### src/rtl/fm_radio_pkg.sv
// Shared constants for the FM tuner I2C path: power-up init table, default
// device address and the configuration sequencer state encoding.
package fm_radio_pkg;

    localparam int N_INIT = 3;
    localparam int IDX_W  = (N_INIT > 1) ? $clog2(N_INIT) : 1;

    localparam logic [15:0] INIT_TABLE [N_INIT] = '{16'hC003, 16'hC00D, 16'h0000};

    localparam logic [6:0] DEV_ADDR_DEFAULT = 7'h10;

    typedef enum logic [2:0] {
        ST_IDLE      = 3'd0,
        ST_INIT_REQ  = 3'd1,
        ST_XFER_WAIT = 3'd2,
        ST_GAP       = 3'd3,
        ST_READY     = 3'd4,
        ST_CMD_REQ   = 3'd5,
        ST_ERROR     = 3'd6
    } seq_state_t;

    // Table lookup written as a compare loop so a non-power-of-two table
    // never sees an out-of-range index.
    function automatic logic [15:0] init_word(input logic [IDX_W-1:0] idx);
        logic [15:0] w_word;
        w_word = '0;
        for (int i = 0; i < N_INIT; i++) begin
            if (idx == IDX_W'(i)) begin
                w_word = INIT_TABLE[i];
            end
        end
        return w_word;
    endfunction

endpackage

### src/rtl/clk_en_gen.sv
// Free-running prescaler: one-cycle registered enable every CLK_DIV clocks.
module clk_en_gen #(
    parameter int CLK_DIV = 125
) (
    input  logic clk,
    input  logic reset_n,
    output logic o_en
);

    localparam int CNT_W = (CLK_DIV > 1) ? $clog2(CLK_DIV) : 1;

    logic [CNT_W-1:0] r_cnt;
    logic [CNT_W-1:0] w_cnt_next;
    logic             r_en;

    always_comb begin
        w_cnt_next = (r_cnt == CNT_W'(CLK_DIV - 1)) ? '0 : r_cnt + 1'b1;
    end

    // Enable is registered off the next count so it is high exactly while
    // the counter sits at CLK_DIV-1.
    always_ff @(posedge clk or negedge reset_n) begin
        if (!reset_n) begin
            r_cnt <= '0;
            r_en  <= 1'b0;
        end else begin
            r_cnt <= w_cnt_next;
            r_en  <= (w_cnt_next == CNT_W'(CLK_DIV - 1));
        end
    end

    assign o_en = r_en;

endmodule

### src/rtl/i2c_config_sequencer.sv
// Drives the write-only I2C controller: plays the tuner init table after start,
// then forwards runtime command words, with an ack timeout.
module i2c_config_sequencer
    import fm_radio_pkg::*;
#(
    parameter int         CLK_DIV  = 125,
    parameter logic [6:0] DEV_ADDR = DEV_ADDR_DEFAULT,
    parameter int         INIT_GAP = 16,
    parameter int         TIMEOUT  = 255
) (
    input  logic            clk,
    input  logic            reset_n,
    input  logic            start,
    input  logic            cmd_valid,
    output logic            cmd_ready,
    input  logic [15:0]     cmd_data,
    output logic            init_done,
    output logic            busy,
    output logic            error,
    output logic            i2c_en,
    output logic [6:0]      i2c_addr,
    output logic [1:0][7:0] i2c_wdata,
    output logic            i2c_req,
    input  logic            i2c_ack
);

    localparam int GAP_W = (INIT_GAP > 1) ? $clog2(INIT_GAP) : 1;
    localparam int TO_W  = (TIMEOUT > 1) ? $clog2(TIMEOUT) : 1;

    seq_state_t       r_state;
    logic [IDX_W-1:0] r_idx;
    logic [GAP_W-1:0] r_gap_cnt;
    logic [TO_W-1:0]  r_to_cnt;
    logic             r_tgt_cmd;
    logic             r_req;
    logic [15:0]      r_wdata;
    logic             r_init_done;

    logic w_en;
    logic w_last_word;
    logic w_gap_done;
    logic w_to_last;

    clk_en_gen #(
        .CLK_DIV (CLK_DIV)
    ) u_clk_en_gen (
        .clk     (clk),
        .reset_n (reset_n),
        .o_en    (w_en)
    );

    assign w_last_word = (r_idx == IDX_W'(N_INIT - 1));
    assign w_gap_done  = (INIT_GAP == 0) || (w_en && (r_gap_cnt == GAP_W'(INIT_GAP - 1)));
    assign w_to_last   = (r_to_cnt == TO_W'(TIMEOUT - 1));

    // Ack is a level spanning up to one enable period, so it is only looked
    // at on enable cycles; req drops on the first enable it was seen high.
    always_ff @(posedge clk or negedge reset_n) begin
        if (!reset_n) begin
            r_state     <= ST_IDLE;
            r_idx       <= '0;
            r_gap_cnt   <= '0;
            r_to_cnt    <= '0;
            r_tgt_cmd   <= 1'b0;
            r_req       <= 1'b0;
            r_wdata     <= '0;
            r_init_done <= 1'b0;
        end else begin
            case (r_state)
                ST_IDLE, ST_ERROR: begin
                    if (start) begin
                        r_state     <= ST_INIT_REQ;
                        r_idx       <= '0;
                        r_init_done <= 1'b0;
                        r_wdata     <= init_word('0);
                        r_req       <= 1'b1;
                    end
                end
                ST_INIT_REQ, ST_CMD_REQ: begin
                    if (w_en) begin
                        r_req     <= 1'b0;
                        r_to_cnt  <= '0;
                        r_tgt_cmd <= (r_state == ST_CMD_REQ);
                        r_state   <= ST_XFER_WAIT;
                    end
                end
                ST_XFER_WAIT: begin
                    if (w_en) begin
                        if (i2c_ack) begin
                            r_gap_cnt <= '0;
                            r_state   <= r_tgt_cmd ? ST_READY : ST_GAP;
                        end else if (w_to_last) begin
                            r_init_done <= 1'b0;
                            r_state     <= ST_ERROR;
                        end else begin
                            r_to_cnt <= r_to_cnt + 1'b1;
                        end
                    end
                end
                ST_GAP: begin
                    if (w_gap_done) begin
                        if (w_last_word) begin
                            r_init_done <= 1'b1;
                            r_state     <= ST_READY;
                        end else begin
                            r_idx   <= r_idx + 1'b1;
                            r_wdata <= init_word(r_idx + 1'b1);
                            r_req   <= 1'b1;
                            r_state <= ST_INIT_REQ;
                        end
                    end else if (w_en) begin
                        r_gap_cnt <= r_gap_cnt + 1'b1;
                    end
                end
                ST_READY: begin
                    if (cmd_valid) begin
                        r_wdata <= cmd_data;
                        r_req   <= 1'b1;
                        r_state <= ST_CMD_REQ;
                    end
                end
                default: begin
                    r_state <= ST_IDLE;
                end
            endcase
        end
    end

    assign cmd_ready = (r_state == ST_READY);
    assign busy      = (r_state != ST_IDLE) && (r_state != ST_READY) && (r_state != ST_ERROR);
    assign error     = (r_state == ST_ERROR);
    assign init_done = r_init_done;
    assign i2c_en    = w_en;
    assign i2c_addr  = DEV_ADDR;
    assign i2c_wdata = r_wdata;
    assign i2c_req   = r_req;

endmodule

### config.mk
export PLATFORM = sky130hd
export DESIGN_NAME = i2c_config_sequencer
export DESIGN_NICKNAME = d
export VERILOG_FILES = /design/src/rtl/fm_radio_pkg.sv /design/src/rtl/clk_en_gen.sv /design/src/rtl/i2c_config_sequencer.sv
export SDC_FILE = /design/constraint.sdc
export NUM_CORES = 1
export LEC_CHECK = 0
export ABC_AREA = 1
export CAP_MARGIN = 20
export CORE_ASPECT_RATIO = 0.7
export CORE_UTILIZATION = 47
export CTS_CLUSTER_DIAMETER = 200
export CTS_CLUSTER_SIZE = 25
export DETAILED_ROUTE_END_ITERATION = 8
export PLACE_DENSITY = 0.76
export SLEW_MARGIN = 25
export SYNTH_ARGS = -nofsm -noshare
export SYNTH_HDL_FRONTEND = slang
export SYNTH_HIERARCHICAL = 1
export SYNTH_SLANG_ARGS = --single-unit
### constraint.sdc
create_clock -name clk -period 1.5 [get_ports clk]
set_input_delay 0.3 -clock clk [delete_from_list [all_inputs] [get_ports clk]]
set_output_delay 0.3 -clock clk [all_outputs]
set_load 0.05 [all_outputs]
==> out/results.txt, run 1 <==
Cell Int Power = 4.22 mW
Netlist cell types = 31
fillers = 324
Slew Limit Fails = 0
Synth Instances = 337
Final GP Congestion = 0.835
cts bufs inserted = 5
pin count of the biggest net entering global routing = 45
min-delay worst type = in2async
TritonCTS clock tree = done
crit path launch type = flop
# DRC = 0
share of layout cells above drive strength 1 = 41.1%
non-filler instance count after layout = 498
Comb pwr share = 66.2%
boundary pin count = 50
CP Capture Type = output pin
Top Family by Delay on Critical Path = buffers and inverters
stages on the worst setup path = 5
CP most frequent cell = buf_6
CP bufs+invs = 4
Mapped Area = 2570 µm²
Max stage delay on crit path = 0.41 ns
# nets final = 454
FF+latch count, synth = 44
n_diodes = 0
vias per cell = 5.33
Area Overhead vs Synth = 60.6%
Sw Pwr = 3.45 mW
Initial DRT Pass Iterations = 5
crit-path cells = buf_6 > inv_2 > o21ai_4 > buf_6 > buf_12
Worst Path Class, Setup = reg2out
vias in the first global route = 2,569
switching share of power = 45.0%
critical path arrival = 1.35 ns
first-pass GRT wire length = 12,200 µm
Worst Skew = 0.00305 ns
clock-pin slew on the worst setup and hold paths = 0.08 ns
Row Count = 22
clock net sink count = 44
Fin. Hold Viols = 0
Max FO, Critical Path = 5
Yosys warning total = 6
antenna viol nets, final = 0
Finish-stage setup viols = 34
Initial Util = 48.9%
placed cell count = 461
power per standard cell area = 1860 nW/µm²
routed via count = 2,652
hpwl dp = 4270 µm
wire per inst = 16.7 µm
die width = 90.4 µm
H-Tree Depth = 2
Die Height = 63.9 µm
failing checks = negative setup slack
Buffers on Ports = 42
status = complete, but fails checks
GR Overflow Total = 0
sequential area share after synthesis = 42.8%
Tcrit/Tclk final = 110%
Avg Synthesized Cell Area = 7.63 µm²
RSZ-0062 raised after global routing = yes
Fmax = 607 MHz
CTS root buf = clkbuf_8
worst reg-to-reg path cell count = 9
clk buf depth = 2
worst skew pair latency = 0.31 ns
slowest CP cell = dfrtp_2
commonest non-fill, non-tap cell in the layout = nand2_1
Flop pwr share = 21.7%
WP data required = 1.20 ns
initial antenna violation count = 0
Clk network pwr share = 12.1%
core area = 5260 µm²
Power Total = 7.66 mW
DR iter-0 viols = 198
crit path time final = 1.65 ns
VDD IR max = 0.947 mV
max_cap viols = 0
routed wire length = 8310 µm
Leak Pwr = 1.93 nW
worst setup margin = -0.148 ns
GR Util All Layers = 27.1%
most frequent cells in the layout = nand2_1, dfrtp_1, nand2_2
die footprint = 5780 µm²
-- flip-flops by register name (all words and copies together), names as in the netlist, 2 cells and up --
signal / flops
u_clk_en_gen/r_cnt: 7
r_idx: 2
r_state: 3
r_gap_cnt: 4
r_to_cnt: 8
i2c_wdata: 16
-- synthesized netlist by cell type --
cell	instances	share of area (%)
buf_2	2	0.39
nand3_2	1	0.39
nand3b_2	1	0.44
o21ai_0	13	2.5
ha_1	8	3.9
dfrtp_1	44	43
o21ai_1	4	0.78
nor2_2	2	0.49
nor2_1	32	4.7
a21oi_1	3	0.58
nand2_2	6	1.5
buf_6	2	0.88
o22ai_1	1	0.24
xor2_1	3	1.0
nand2_4	1	0.44
nor2_4	1	0.44
a21oi_2	1	0.34
nand3_1	24	4.7
nand2_1	125	18
inv_2	3	0.44
conb_1	2	0.29
o21ai_2	12	4.1
xnor2_1	1	0.34
nand4_1	3	0.73
inv_1	25	3.6
buf_4	10	2.9
nor2_8	1	0.78
nand3_4	1	0.68
nand3b_1	3	0.88
or2_1	1	0.24
o21bai_1	1	0.29
-- routing by layer --
layer / share of wire (%) / global-route usage (%) / vias to the layer above
li1: - / - / 1223
met1: 39 / 33.2 / 1256
met2: 49 / 46.0 / 123
met3: 5.9 / 7.26 / 50
met4: 5.2 / 10.3 / 0
met5: 0 / 0 / -
-- through the flow --
step / instance area (µm²) / setup slack [ns] / hold WS (ns) / utilization [%] / setup TNS (ns)
finish: 4130 / -0.148 / 0.505 / 78.6 / -2.88
global route: 4130 / -0.211 / 0.519 / 78.6 / -4.39
CTS: 3940 / -0.0945 / 0.518 / 74.9 / -0.154
detailed placement: 3400 / -0.102 / 0.300 / 64.6 / -1.09
global placement: 3400 / -0.0557 / 0.297 / 64.6 / -0.382
floorplan: 2610 / 0.00441 / 0.00441 / - / 0
-- tightest hold or removal path: cells and delay by family --
kind                   cells  cell delay [ns]
buffers and inverters      3             0.90
-- power by group through the flow --
stage	Clock, mW	Combinational (mW)	Sequential (mW)
detailed placement	0	3.22	1.66
CTS	0.926	4.47	1.63
floorplan	0	1.54	2.03
finish	0.930	5.07	1.66
global route	0.993	5.28	1.68
global placement	0	3.13	1.66
-- final timing paths --
| path | from | to | slack, ns |
|---|---|---|---|
| min | reset_n | i2c_wdata[15]$_DFFE_PN0P_ | 0.51 |
| min reg2reg | r_to_cnt[0]$_DFFE_PN0P_ | r_to_cnt[0]$_DFFE_PN0P_ | 0.53 |
| max reg2reg | r_to_cnt[0]$_DFFE_PN0P_ | r_state[0]$_DFFE_PN0P_ | -0.13 |
| max in group asynchronous | reset_n | u_clk_en_gen/o_en$_DFF_PN0_ | 0.77 |
| min in group clk | r_to_cnt[0]$_DFFE_PN0P_ | r_to_cnt[0]$_DFFE_PN0P_ | 0.53 |
| max | r_state[1]$_DFFE_PN0P_ | busy | -0.15 |
-- layout make-up --
cell class	count	area (µm²)	area share, %
Inverter	28	113	2.73
Timing Repair Buffer	90	1140	27.6
Clock buffer	5	68.8	1.67
Tap cell	72	90.1	2.18
Multi-Input combinational cell	256	1570	38.0
Clock inverter	3	42.5	1.03
Sequential cell	44	1110	26.8
-- cells by family (layout without fill, tap and decap cells) --
family,count (synthesis),after routing,share of synthesized area (%)
compound gates,35,35,8.85
xor+xnor,4,4,1.36
fa+ha+maj,8,8,3.89
buf+inv,42,126,8.27
flops,44,44,42.8
other cells,2,7,0.292
simple gates,202,202,34.5
-- what timing repair did --
item / 4_1_cts / 5_1_grt
gates cloned: 3 / 0
gates resized for setup: 53 / 63
endpoints found under the setup margin: 22 / 40
setup buffers: 22 / 5
hold buffers: 1 / 0
pin swaps: 16 / 17
endpoints found under the hold margin: 44 / 0
Note: power is estimated with default switching activity, not from simulation.
==> inputs of run 2 (changes only) <==
--- a/config.mk
+++ b/config.mk
@@ -15,3 +15,4 @@
 export PLACE_DENSITY = 0.76
-export SLEW_MARGIN = 25
+export REMOVE_ABC_BUFFERS = 1
+export SLEW_MARGIN = 15
 export SYNTH_ARGS = -nofsm -noshare
==> constraint.sdc (replaced) <==
create_clock -name clk -period 1.5 [get_ports clk]
set_input_delay 0.15 -clock clk [delete_from_list [all_inputs] [get_ports clk]]
set_output_delay 0.15 -clock clk [all_outputs]
set_load 0.05 [all_outputs]
==> run 2 against run 1 <==
Compared with the run above:
- the flow still finishes with violations (negative setup slack)
- worst setup slack improved by 0.074 ns
- clock skew is 0.0064 ns higher
- total power shrank 12%
- core utilization fell by 6.9 points
- routed wire length decreased by 20%
- design area decreased by 8.8%
- sequential power hardly changed
- first-iteration DRC count is 44% lower
- non-clock buffer count decreased by 11
- sequential share of layout area increased by 2.6 points
- largest cell class unchanged
- largest power group unchanged
==> out/results.txt, run 2 (synthesized netlist as in run 1, its figures left out) <==
status = complete, but fails checks
failing checks = negative setup slack
Leak Pwr = 1.83 nW
Slew Limit Fails = 0
Fin. Hold Viols = 0
crit path time final = 1.57 ns
TNS Setup = -0.904 ns
max_cap viols = 0
min-delay worst type = in2async
Critical R2R Launch = r_state[1]$_DFFE_PN0P_
H-Tree Depth = 2
GR Util All Layers = 21.7%
die width = 90.4 µm
max layer used = met4
Initial DRT Pass Iterations = 4
Final Instance Area = 3770 µm²
commonest non-fill, non-tap cell in the layout = nand2_1
WP data required = 1.69 ns
core area = 5260 µm²
hold_ws = 0.347 ns
met1 WL = 3010 µm
RSZ-0062 raised after global routing = yes
met2 wire length = 3240 µm
dpl cell area = 3140 µm²
TritonCTS clock tree = done
share of layout cells above drive strength 1 = 33.9%
critical path arrival = 1.76 ns
n_diodes = 0
cts bufs inserted = 5
Area Overhead vs Synth = 46.4%
Fmax = 635 MHz
Finish-stage setup viols = 17
Final GP Congestion = 0.887
Tcrit/Tclk final = 105%
initial antenna violation count = 0
R2R Setup Slk = -0.07 ns
DR iter-0 viols = 110
setup slack at placement = -0.0324 ns
routed wire length = 6660 µm
hpwl dp = 4020 µm
CP Capture Type = flop
power per standard cell area = 1800 nW/µm²
met3 wire length = 331 µm
clock-pin slew on the worst setup and hold paths = 0.09 ns
most frequent cells in the layout = nand2_1, dfrtp_1, buf_4
die footprint = 5780 µm²
pin count of the biggest net entering global routing = 45
clock net sink count = 44
Max FO, Critical Path = 8
Die Height = 63.9 µm
VDD IR max = 1.22 mV
wire per inst = 13.6 µm
Worst Skew = 0.00941 ns
# DRC = 0
antenna viol nets, final = 0
# nets final = 444
crit path launch type = flop
clk buf depth = 2
Initial Util = 48.9%
max reg flops = 16
vias in the first global route = 2,134
boundary pin count = 50
routed via count = 2,489
worst setup margin = -0.0738 ns
Worst Path Class, Setup = reg2reg
CTS root buf = clkbuf_8
Row Count = 22
Power Total = 6.77 mW
GR Overflow Total = 0
vias per cell = 5.10
first-pass GRT wire length = 9960 µm
reg2reg end = i2c_wdata[15]$_DFFE_PN0P_
worst skew pair latency = 0.30 ns
Buffers on Ports = 42
worst reg-to-reg path cell count = 8
## run 2: changes by cell type in the layout (fill, tap and decap cells not counted), moves of 3 or more
cell / before / now
buf_12: 23 / 10
buf_4: 25 / 41
buf_6: 18 / 4
nand2_1: 91 / 106
nand2_2: 34 / 18
nand3_1: 14 / 19
nand3_2: 7 / 4
nor2_4: 8 / 5
## run 2: what timing repair did
| action | CTS | global route |
|---|---|---|
| hold endpoints to repair | 44 | 0 |
| gates resized for setup | 21 | 56 |
| endpoints found under the setup margin | 29 | 39 |
| buffers inserted | 6 | 11 |
| hold buffers | 1 | 0 |
| pin swaps | 6 | 20 |
| cloned | 2 | 2 |
## run 2: stage by stage
step / utilization (%) / cells
2_1_floorplan: - / 328
3_3_place_gp: 59.7 / 459
3_5_place_dp: 59.7 / 459
4_1_cts: 65.8 / 476
5_1_grt: 71.6 / 488
6_report: 71.6 / 488
## run 2: worst max path at each step
stage / end / cells past startpoint / slack, ns / start
2_1_floorplan: i2c_wdata[10]$_DFFE_PN0P_ / 5 / -0.28 / r_state[2]$_DFFE_PN0P_
5_1_grt: i2c_wdata[15]$_DFFE_PN0P_ / 8 / -0.13 / r_state[1]$_DFFE_PN0P_
6_report: i2c_wdata[15]$_DFFE_PN0P_ / 8 / -0.07 / r_state[1]$_DFFE_PN0P_
3_3_place_gp: i2c_wdata[4]$_DFFE_PN0P_ / 8 / -0.006 / r_state[2]$_DFFE_PN0P_
4_1_cts: i2c_wdata[13]$_DFFE_PN0P_ / 10 / -0.07 / r_gap_cnt[1]$_DFFE_PN0P_
3_5_place_dp: i2c_wdata[4]$_DFFE_PN0P_ / 8 / -0.03 / r_state[2]$_DFFE_PN0P_
## run 2: power breakdown
part           switching (mW)  leakage, nW  internal (mW)
registers               0.228        0.574           1.40
clock network           0.409       0.0645          0.588
logic                    2.30         1.19           1.84
## run 2: metal layers
metal / global-route usage [%] / vias to the layer above
met4: 5.85 / 0
met3: 3.21 / 9
met1: 31.3 / 1187
met2: 34.3 / 87
li1: - / 1206
met5: 0 / -
## run 2: cell type report
class / instances / area, µm²
fill: 359 / 1490
multi-input combinational: 257 / 1490
inverter: 28 / 110
sequential: 44 / 1100
clock buffer: 7 / 96.3
timing repair buffer: 79 / 843
clock inverter: 1 / 30.0
tap: 72 / 90.1
## run 2: critical path, stage by stage (launching register included)
cell       delay [ns]
dfrtp_2          0.53
nand2_4          0.10
nor2_8           0.15
nand2_4          0.09
nand2_4          0.08
nand3_4          0.10
bufbuf_16        0.28
nand2_1          0.06
nand2_1          0.05
